## src/rtl/action_sequencer.sv

```systemverilog
// Frame-timed arbiter for hit stun / attack / dodge / shield; outputs registered, updated on the transition edge.
// No backpressure: inputs are sampled every cycle, button logic acts only on frame_tick, hits act on any cycle.
module action_sequencer #(
    parameter int ATK_STARTUP    = 3,
    parameter int ATK_ACTIVE     = 4,
    parameter int ATK_RECOVERY   = 6,
    parameter int DODGE_FRAMES   = 8,
    parameter int DODGE_COOLDOWN = 10,
    parameter int HITSTUN_W      = 8
) (
    input  logic                 clk,
    input  logic                 rst_n,
    input  logic                 frame_tick,
    input  logic                 grounded,
    input  logic                 btn_atk,
    input  logic                 btn_down,
    input  logic                 btn_left,
    input  logic                 btn_right,
    input  logic                 hit_valid,
    input  logic [HITSTUN_W-1:0] hit_stun,
    output logic                 hit_stun_active,
    output logic                 attack_active,
    output logic                 attack_hitbox,
    output logic                 dodge_active,
    output logic                 shield_active,
    output logic [2:0]           state_code
);

    typedef enum logic [2:0] {
        S_IDLE      = 3'd0,
        S_ATK_START = 3'd1,
        S_ATK_HIT   = 3'd2,
        S_ATK_REC   = 3'd3,
        S_DODGE     = 3'd4,
        S_SHIELD    = 3'd5,
        S_HITSTUN   = 3'd6
    } state_t;

    localparam logic [7:0] STARTUP_F  = 8'(ATK_STARTUP);
    localparam logic [7:0] ACTIVE_F   = 8'(ATK_ACTIVE);
    localparam logic [7:0] RECOVERY_F = 8'(ATK_RECOVERY);
    localparam logic [7:0] DODGE_F    = 8'(DODGE_FRAMES);
    localparam logic [7:0] COOLDOWN_F = 8'(DODGE_COOLDOWN);

    state_t     state, state_nxt;
    logic [7:0] cnt, cnt_nxt;
    logic [7:0] cooldown, cooldown_nxt;
    logic       air_dodge_used, air_nxt;
    logic       prev_atk, prev_down;

    logic       atk_edge, down_edge, dodge_ok, shield_req;
    logic       hit_take, expiring, go_dodge;
    logic [7:0] stun_full, stun_eff;

    always_comb begin
        atk_edge   = btn_atk & ~prev_atk;
        down_edge  = btn_down & ~prev_down;
        // Grounded rolls need a direction; air dodges only need the down edge but are one per airtime.
        dodge_ok   = down_edge & (~grounded | btn_left | btn_right) &
                     (cooldown == 8'd0) & (grounded | ~air_dodge_used);
        shield_req = btn_down & grounded & ~btn_left & ~btn_right;
        stun_full  = 8'(hit_stun);
        stun_eff   = (state == S_SHIELD) ? (stun_full >> 1) : stun_full;
        hit_take   = hit_valid & (stun_full != 8'd0) & (state != S_DODGE);
        expiring   = (cnt <= 8'd1);
    end

    always_comb begin
        state_nxt    = state;
        cnt_nxt      = cnt;
        cooldown_nxt = cooldown;
        air_nxt      = air_dodge_used;
        go_dodge     = 1'b0;

        if (frame_tick) begin
            if (cooldown != 8'd0) cooldown_nxt = cooldown - 8'd1;
            if (grounded)         air_nxt      = 1'b0;
        end

        if (hit_take) begin
            // A shielded hit that halves to zero is fully absorbed.
            if (stun_eff != 8'd0) begin
                state_nxt = S_HITSTUN;
                cnt_nxt   = stun_eff;
            end
        end else if (frame_tick) begin
            case (state)
                S_IDLE: begin
                    if (dodge_ok) begin
                        go_dodge = 1'b1;
                    end else if (atk_edge) begin
                        state_nxt = S_ATK_START;
                        cnt_nxt   = STARTUP_F;
                    end else if (shield_req) begin
                        state_nxt = S_SHIELD;
                    end
                end
                S_SHIELD: begin
                    if (dodge_ok)                  go_dodge  = 1'b1;
                    else if (!btn_down || !grounded) state_nxt = S_IDLE;
                end
                S_ATK_START: begin
                    if (expiring) begin
                        state_nxt = S_ATK_HIT;
                        cnt_nxt   = ACTIVE_F;
                    end else begin
                        cnt_nxt = cnt - 8'd1;
                    end
                end
                S_ATK_HIT: begin
                    if (expiring) begin
                        state_nxt = S_ATK_REC;
                        cnt_nxt   = RECOVERY_F;
                    end else begin
                        cnt_nxt = cnt - 8'd1;
                    end
                end
                S_DODGE: begin
                    if (expiring) begin
                        state_nxt    = S_IDLE;
                        cnt_nxt      = 8'd0;
                        cooldown_nxt = COOLDOWN_F;
                    end else begin
                        cnt_nxt = cnt - 8'd1;
                    end
                end
                S_ATK_REC, S_HITSTUN: begin
                    if (expiring) begin
                        state_nxt = S_IDLE;
                        cnt_nxt   = 8'd0;
                    end else begin
                        cnt_nxt = cnt - 8'd1;
                    end
                end
                default: begin
                    state_nxt = S_IDLE;
                    cnt_nxt   = 8'd0;
                end
            endcase

            if (go_dodge) begin
                state_nxt = S_DODGE;
                cnt_nxt   = DODGE_F;
                if (!grounded) air_nxt = 1'b1;
            end
        end
    end

    always_ff @(posedge clk or negedge rst_n) begin
        if (!rst_n) begin
            state           <= S_IDLE;
            cnt             <= 8'd0;
            cooldown        <= 8'd0;
            air_dodge_used  <= 1'b0;
            prev_atk        <= 1'b0;
            prev_down       <= 1'b0;
            state_code      <= 3'd0;
            hit_stun_active <= 1'b0;
            attack_active   <= 1'b0;
            attack_hitbox   <= 1'b0;
            dodge_active    <= 1'b0;
            shield_active   <= 1'b0;
        end else begin
            state          <= state_nxt;
            cnt            <= cnt_nxt;
            cooldown       <= cooldown_nxt;
            air_dodge_used <= air_nxt;
            if (frame_tick) begin
                prev_atk  <= btn_atk;
                prev_down <= btn_down;
            end
            state_code      <= state_nxt;
            hit_stun_active <= (state_nxt == S_HITSTUN);
            attack_active   <= (state_nxt == S_ATK_START) || (state_nxt == S_ATK_HIT) ||
                               (state_nxt == S_ATK_REC);
            attack_hitbox   <= (state_nxt == S_ATK_HIT);
            dodge_active    <= (state_nxt == S_DODGE);
            shield_active   <= (state_nxt == S_SHIELD);
        end
    end

endmodule
```

## config.mk

```make
export PLATFORM = sky130hd
export DESIGN_NAME = action_sequencer
export DESIGN_NICKNAME = d
export VERILOG_FILES = /design/src/rtl/action_sequencer.sv
export SDC_FILE = /design/constraint.sdc
export NUM_CORES = 1
export LEC_CHECK = 0
export ABC_AREA = 1
export BUFFER_PORTS_ARGS = -buffer_cell sky130_fd_sc_hd__buf_2
export CAP_MARGIN = 10
export CELL_PAD_IN_SITES_DETAIL_PLACEMENT = 2
export CELL_PAD_IN_SITES_GLOBAL_PLACEMENT = 2
export CORE_MARGIN = 2
export CORE_UTILIZATION = 31
export CTS_CLUSTER_SIZE = 10
export DETAILED_ROUTE_END_ITERATION = 10
export PLACE_DENSITY = 0.87
export SYNTH_ARGS = -nofsm -noshare
export SYNTH_HDL_FRONTEND = slang
export SYNTH_SLANG_ARGS = --single-unit
```

## constraint.sdc

```tcl
create_clock -name clk -period 2.64 [get_ports clk]
set_input_delay 0.264 -clock clk [delete_from_list [all_inputs] [get_ports clk]]
set_output_delay 0.264 -clock clk [all_outputs]
set_load 0.02 [all_outputs]
```

==> results of run 1 <==
per-stage QoR:
| stage | power (mW) | area (sq um) |
|---|---|---|
| after floorplan | 1.34 | 1880 |
| after global placement | 1.58 | 2080 |
| after detailed placement | 1.63 | 2080 |
| after CTS | 1.91 | 2130 |
| after global routing | 2.08 | 2130 |
| final | 1.89 | 2130 |
sequential cells by signal, summed over array words and instances, names as in the netlist:
register         count
cnt                  8
cooldown             8
state                3
air_dodge_used       1
attack_active        1
attack_hitbox        1
dodge_active         1
hit_stun_active      1
prev_atk             1
prev_down            1
shield_active        1
routing by layer:
metal  GRT usage (%)  wire [um]
met1            21.4       2510
met2            37.2       3120
met3            2.97        133
met4            4.50         89
met5               0          0
path summary, 6_finish.rpt:
kind | from | to
worst min-delay path | rst_n | air_dodge_used$_DFF_PN0_
worst max-delay path | cnt[0]$_DFFE_PN0P_ | cnt[4]$_DFFE_PN0P_
min in group clk | grounded | air_dodge_used$_DFF_PN0_
worst max register to register | cnt[0]$_DFFE_PN0P_ | cnt[4]$_DFFE_PN0P_
worst min register to register | cnt[1]$_DFFE_PN0P_ | cnt[1]$_DFFE_PN0P_
max in group asynchronous | rst_n | cnt[6]$_DFFE_PN0P_
critical path, stage by stage, from the launching register on:
cell     delay, ps
dfrtp_1        390
inv_1          100
ha_1           250
inv_1           90
nand2_1         50
nand2_1         50
nor2_1          40
buf_4          160
inv_1          150
nand3_1        130
nor2_1         180
inv_1           80
o21ai_0        240
nand2_1         90
nand2_1         70
power breakdown:
group          internal, mW  total (mW)  switching, mW
Clock                 0.108       0.264          0.157
Sequential            0.561       0.702          0.141
Combinational         0.330       0.922          0.592
cell type report:
class | count | area (sq um) | share of cell area [%]
multi-input combinational | 210 | 1030 | 48.1
inverter | 43 | 161 | 7.57
clock buffer | 3 | 41.3 | 1.94
timing repair buffer | 25 | 128 | 5.98
sequential | 27 | 676 | 31.7
clock inverter | 1 | 7.51 | 0.352
tap | 75 | 93.8 | 4.40
logic make-up (layout without fill, tap and decap cells):
family | after synthesis | after routing | synth area share (%)
and+or+nand+nor | 163 | 163 | 37.6
buffers and inverters | 45 | 72 | 9.27
AOI/OAI and AO/OA | 32 | 32 | 9.34
DFF | 27 | 27 | 36.0
xor gates and xnor gates | 11 | 11 | 5.14
adders and majority gates | 4 | 4 | 2.67
layout by cell type (no fill, tap or decap):
| cell type | instances |
|---|---|
| a21oi_1 | 7 |
| a21oi_2 | 1 |
| a22oi_1 | 1 |
| a31oi_1 | 1 |
| buf_2 | 24 |
| buf_4 | 1 |
| clkbuf_8 | 3 |
| clkinvlp_4 | 1 |
| dfrtp_1 | 27 |
| ha_1 | 4 |
| inv_1 | 39 |
| inv_2 | 4 |
| nand2_1 | 93 |
| nand2_2 | 3 |
| nand2_4 | 1 |
| nand3_1 | 15 |
| nand3_2 | 2 |
| nand3_4 | 1 |
| nand3b_1 | 1 |
| nand4_1 | 2 |
| nor2_1 | 39 |
| nor2_2 | 2 |
| nor2_4 | 2 |
| nor3_1 | 1 |
| nor4_1 | 1 |
| o211ai_1 | 1 |
| o21ai_0 | 16 |
| o21ai_1 | 3 |
| o22a_1 | 1 |
| o22ai_1 | 1 |
| xnor2_1 | 3 |
| xor2_1 | 8 |
==> impl_metrics.yaml, run 1 <==
outcome:
  status: "finished, violations left"
  violations: "negative hold slack"
die:
  initial_core_util_pct: 31.9
  core-area_sq_mm: 0.00589
  chipWidth_um: 81.8
  die_h_um: 81.8
  io-pin-count: 25
  core.rowCount: 28
  die-area_sq_mm: 0.00669
routing:
  viasPerCell: 4.83
  drt_iter0_markers: 61
  drc: 0
  routedWlPerCell_um: 15.2
  drt.antenna.violating_nets: 0
  wl_um: 5860
  route.vias.total: 1855
  first_pass_iters: 4
synth:
  postSynthRegisterBits: 27
  synth_area_leaders: "dfrtp_1 36%, nand2_1 19%, inv_1 7.8%"
  synth_cell_type_count: 30
  synth_commonest_cells: "93 x nand2_1, 39 x inv_1, 39 x nor2_1, 27 x dfrtp_1, 16 x o21ai_0"
  synthCells: 282
  synth-edff-count: 0
  synth_fp_nets: 303
  syn_avg_cell_area_sq_um: 6.65
  synth.top_cell.area_share_pct: 36.0
  yosys.area.top_type: "dfrtp_1"
  ys_seq_area_share_pct: 36.0
  ys_warn_count: 0
  ys_dominant_reg_cell: "dfrtp_1"
  synthArstFlopShare_pct: 100
  syn-cell-area_sq_mm: 0.00188
  yosys.cell_count.top_type: "nand2_1"
min_path:
  hp-class: "in -> async"
cts:
  cts_tree: "done"
  cts_hold_buf: 0
  clkTransAtPathRegs_ps: 110
  cts_resized: 0
  post-cts-setup-buffers: 0
  cts.htree.levels: 1
  cts_inserted_buffers: 3
  cts_sinks: 27
  clk_path_buf_depth: 2
  root_buffer: "clkbuf_8"
  clock_latency_ps: 290
sta:
  finalSetupTns_ps: 0
  finClkSkew_ps: 3.88
  post-route-min-period_ps: 2130
  holdWs_ps: -20.4
  fin_ws_ps: 513
  final_hold_viol_count: 27
  slew_violations: 0
  worst_pin_slew_ps: 636
  max_freq_mhz: 470
  slew_headroom_pct: 57.6
  rsz0062_at_grt: "false"
  period_share_pct: 80.6
  setup_violations: 0
placement:
  port_buffers: 24
  dp_hpwl_um: 4640
  gp_routability_congestion: 0.819
  dp_slack_ps: 537
  dp_cells: 380
grt:
  antenna_found_initial: 0
  grt_pass1_vias: 2094
  globalRouteOverflowTotal: 0
  grt_pass1_wl_um: 9810
  gr-usage-all-layers_pct: 19.1
  grt_max_degree: 28
layout:
  area_growth_pct: 13.7
  fillers: 744
  layoutNonFillerInstCount: 384
  drive_gt1_share_pct: 14.6
  utilization_pct: 36.2
  num_antenna_cells: 0
  final_nets: 331
power_and_ir_drop:
  p_leak_nw: 1.18
  vdd_drop_max_mv: 0.339
  p_per_area_mw_per_mm2: 885
worst_setup_path:
  worstSetupPathType: "reg -> reg"
  worstSetupEndpointType: "flop"
  arrival_ps: 2360
  startpoint_type: "flop"
  crit_fanout: 9
  rr_worst_depth: 14
  critPathRequiredTime_ps: 2880
  rrSetupSlack_ps: 510
job:
  drv_cap: 0
Note: power is estimated with default switching activity, not from simulation.
==> run 2: changes to the inputs <==
==> constraint.sdc (replaced) <==
create_clock -name clk -period 2.19 [get_ports clk]
set_input_delay 0.219 -clock clk [delete_from_list [all_inputs] [get_ports clk]]
set_output_delay 0.219 -clock clk [all_outputs]
set_load 0.02 [all_outputs]
==> run 2 against run 1 <==
The run now ends clean. Final cell count rose by 0.78%. Clock-buffer cell count unchanged. Clock power up 17%. Combinational power grew 25%. Sequential cell count unchanged. Critical path depth up 1. Sequential share of layout area decreased by 0.50 points. Worst setup slack worse by 270 ps. First-iteration DRC count decreased by 38%. Utilization grew 0.72 points. Clock skew is 2.0 ps lower. Sequential power rose by 20%.
==> impl_metrics.yaml, run 2 (synthesized netlist as in run 1, its figures left out) <==
die:
  die_h_um: 81.8
  chipWidth_um: 81.8
  core.rowCount: 28
  initial_core_util_pct: 31.9
  io-pin-count: 25
  die-area_sq_mm: 0.00669
  core-area_sq_mm: 0.00589
cts:
  clock_latency_ps: 280
  post-cts-setup-buffers: 0
  cts.htree.levels: 1
  cts_sinks: 27
  cts_inserted_buffers: 3
  clk_path_buf_depth: 2
  clkTransAtPathRegs_ps: 100
  root_buffer: "clkbuf_8"
  cts_tree: "done"
grt:
  antenna_found_initial: 0
  grt_max_degree: 28
  globalRouteOverflowTotal: 0
  grt_pass1_vias: 2146
  gr-usage-all-layers_pct: 19.3
  grt_pass1_wl_um: 9940
sta:
  worst_pin_slew_ps: 634
  final_hold_viol_count: 0
  slew_headroom_pct: 57.7
  slew_violations: 0
  holdWs_ps: 143
  setup_violations: 0
  finClkSkew_ps: 1.85
  max_freq_mhz: 514
  post-route-min-period_ps: 1940
  period_share_pct: 88.8
routing:
  drt.antenna.violating_nets: 0
  viasPerCell: 4.88
  drc: 0
  drt_iter0_markers: 38
  wl_um: 5870
  route.vias.total: 1889
  routedWlPerCell_um: 15.2
  first_pass_iters: 4
worst_setup_path:
  rr_worst_depth: 15
  path_depth: 15
  slowest_stage: "dfrtp_1"
  worstSetupPathType: "reg -> reg"
  worstSetupEndpointType: "flop"
  slowest_delay_ps: 430
  crit_buf_inv: 4
  arrival_ps: 2170
  cp_top_family: "simple AND/OR/NAND/NOR gates"
  path_cells: "inv_2, ha_4, inv_1, nand2_1, nand2_1, nor2_2, buf_4, a21oi_1, nand2_1, nand2_1, nand2_1, nand2_1, inv_1, nand3_1, nor2_1"
  critPathRequiredTime_ps: 2410
  cpMostUsedCell: "nand2_1"
  crit_fanout: 7
  startpoint_type: "flop"
layout:
  top_regs: "cnt x8, cooldown x8, state x3"
  final_nets: 334
  drive_gt1_share_pct: 17.0
  num_antenna_cells: 0
  final_cell_mix: "93 x nand2_1, 38 x nor2_1, 37 x inv_1, 25 x dfrtp_1, 24 x buf_2"
  fillers: 762
  area_growth_pct: 16.0
  layout_commonest_cell: "nand2_1"
power_and_ir_drop:
  vdd_drop_max_mv: 0.376
  p_leak_nw: 1.19
  finalPower_mw: 2.30
  p_per_area_mw_per_mm2: 1060
min_path:
  holdPathStages: 2
  hp-class: "in -> reg"
job:
  drv_cap: 0
placement:
  port_buffers: 24
  gp_routability_congestion: 0.843
  dp_hpwl_um: 4750
outcome:
  status: "complete, no violations"
## run 2: through the flow
step	TNS, ps	instances	setup slack (ps)	area (sq um)	util [%]
2_1_floorplan	0	282	333	1880	-
3_3_place_gp	0	382	189	2100	35.7
3_5_place_dp	0	382	70.5	2100	35.7
4_1_cts	0	387	53.9	2160	36.7
5_1_grt	-3.31	387	-3.31	2180	37.0
6_report	0	387	246	2180	37.0
## run 2: worst reg2reg max path: cells and delay by family, from the launching register on
family,cells,cell delay (ps)
adders and majority gates,1,170
and+or+nand+nor,9,750
DFF,1,430
AOI/OAI and AO/OA,1,80
buffers and inverters,4,460
## run 2: metal layers
layer	up-vias	track usage, %	part of all wire [%]
li1	932	-	-
met3	13	2.97	2.1
met2	20	37.1	54
met1	924	21.4	42
met5	-	0	0
met4	0	6.17	2.0
## run 2: what timing repair did
item                                    CTS  global route
hold endpoints to repair                 27             0
endpoints found under the setup margin    0            10
hold buffers                              1             0
gates resized for setup                   0             7
## run 2: layout make-up
| cell class | count | area (sq um) | area share (%) |
|---|---|---|---|
| clock buffer | 3 | 41.3 | 1.90 |
| clock inverter | 1 | 7.51 | 0.345 |
| sequential | 27 | 678 | 31.2 |
| inverter | 43 | 161 | 7.42 |
| timing repair buffer | 28 | 153 | 7.02 |
| multi-input combinational | 210 | 1040 | 47.8 |
| tap | 75 | 93.8 | 4.31 |
## run 2: power by group
part	switching (mW)	internal, mW	total (mW)
clock	0.179	0.130	0.309
combinational	0.723	0.424	1.15
sequential	0.163	0.678	0.841
total	1.07	1.23	2.30
## run 2: worst paths after layout
kind                               startpoint                       end  slack [ps]
max                        cnt[0]$_DFFE_PN0P_   attack_hitbox$_DFF_PN0_         250
min                                  grounded  air_dodge_used$_DFF_PN0_         140
max reg2reg                cnt[0]$_DFFE_PN0P_   attack_hitbox$_DFF_PN0_         250
min reg2reg                cnt[1]$_DFFE_PN0P_        cnt[1]$_DFFE_PN0P_         520
max in group asynchronous               rst_n        state[2]$_DFF_PN0_        1260
min in group asynchronous               rst_n     cooldown[1]$_DFF_PN0_         480
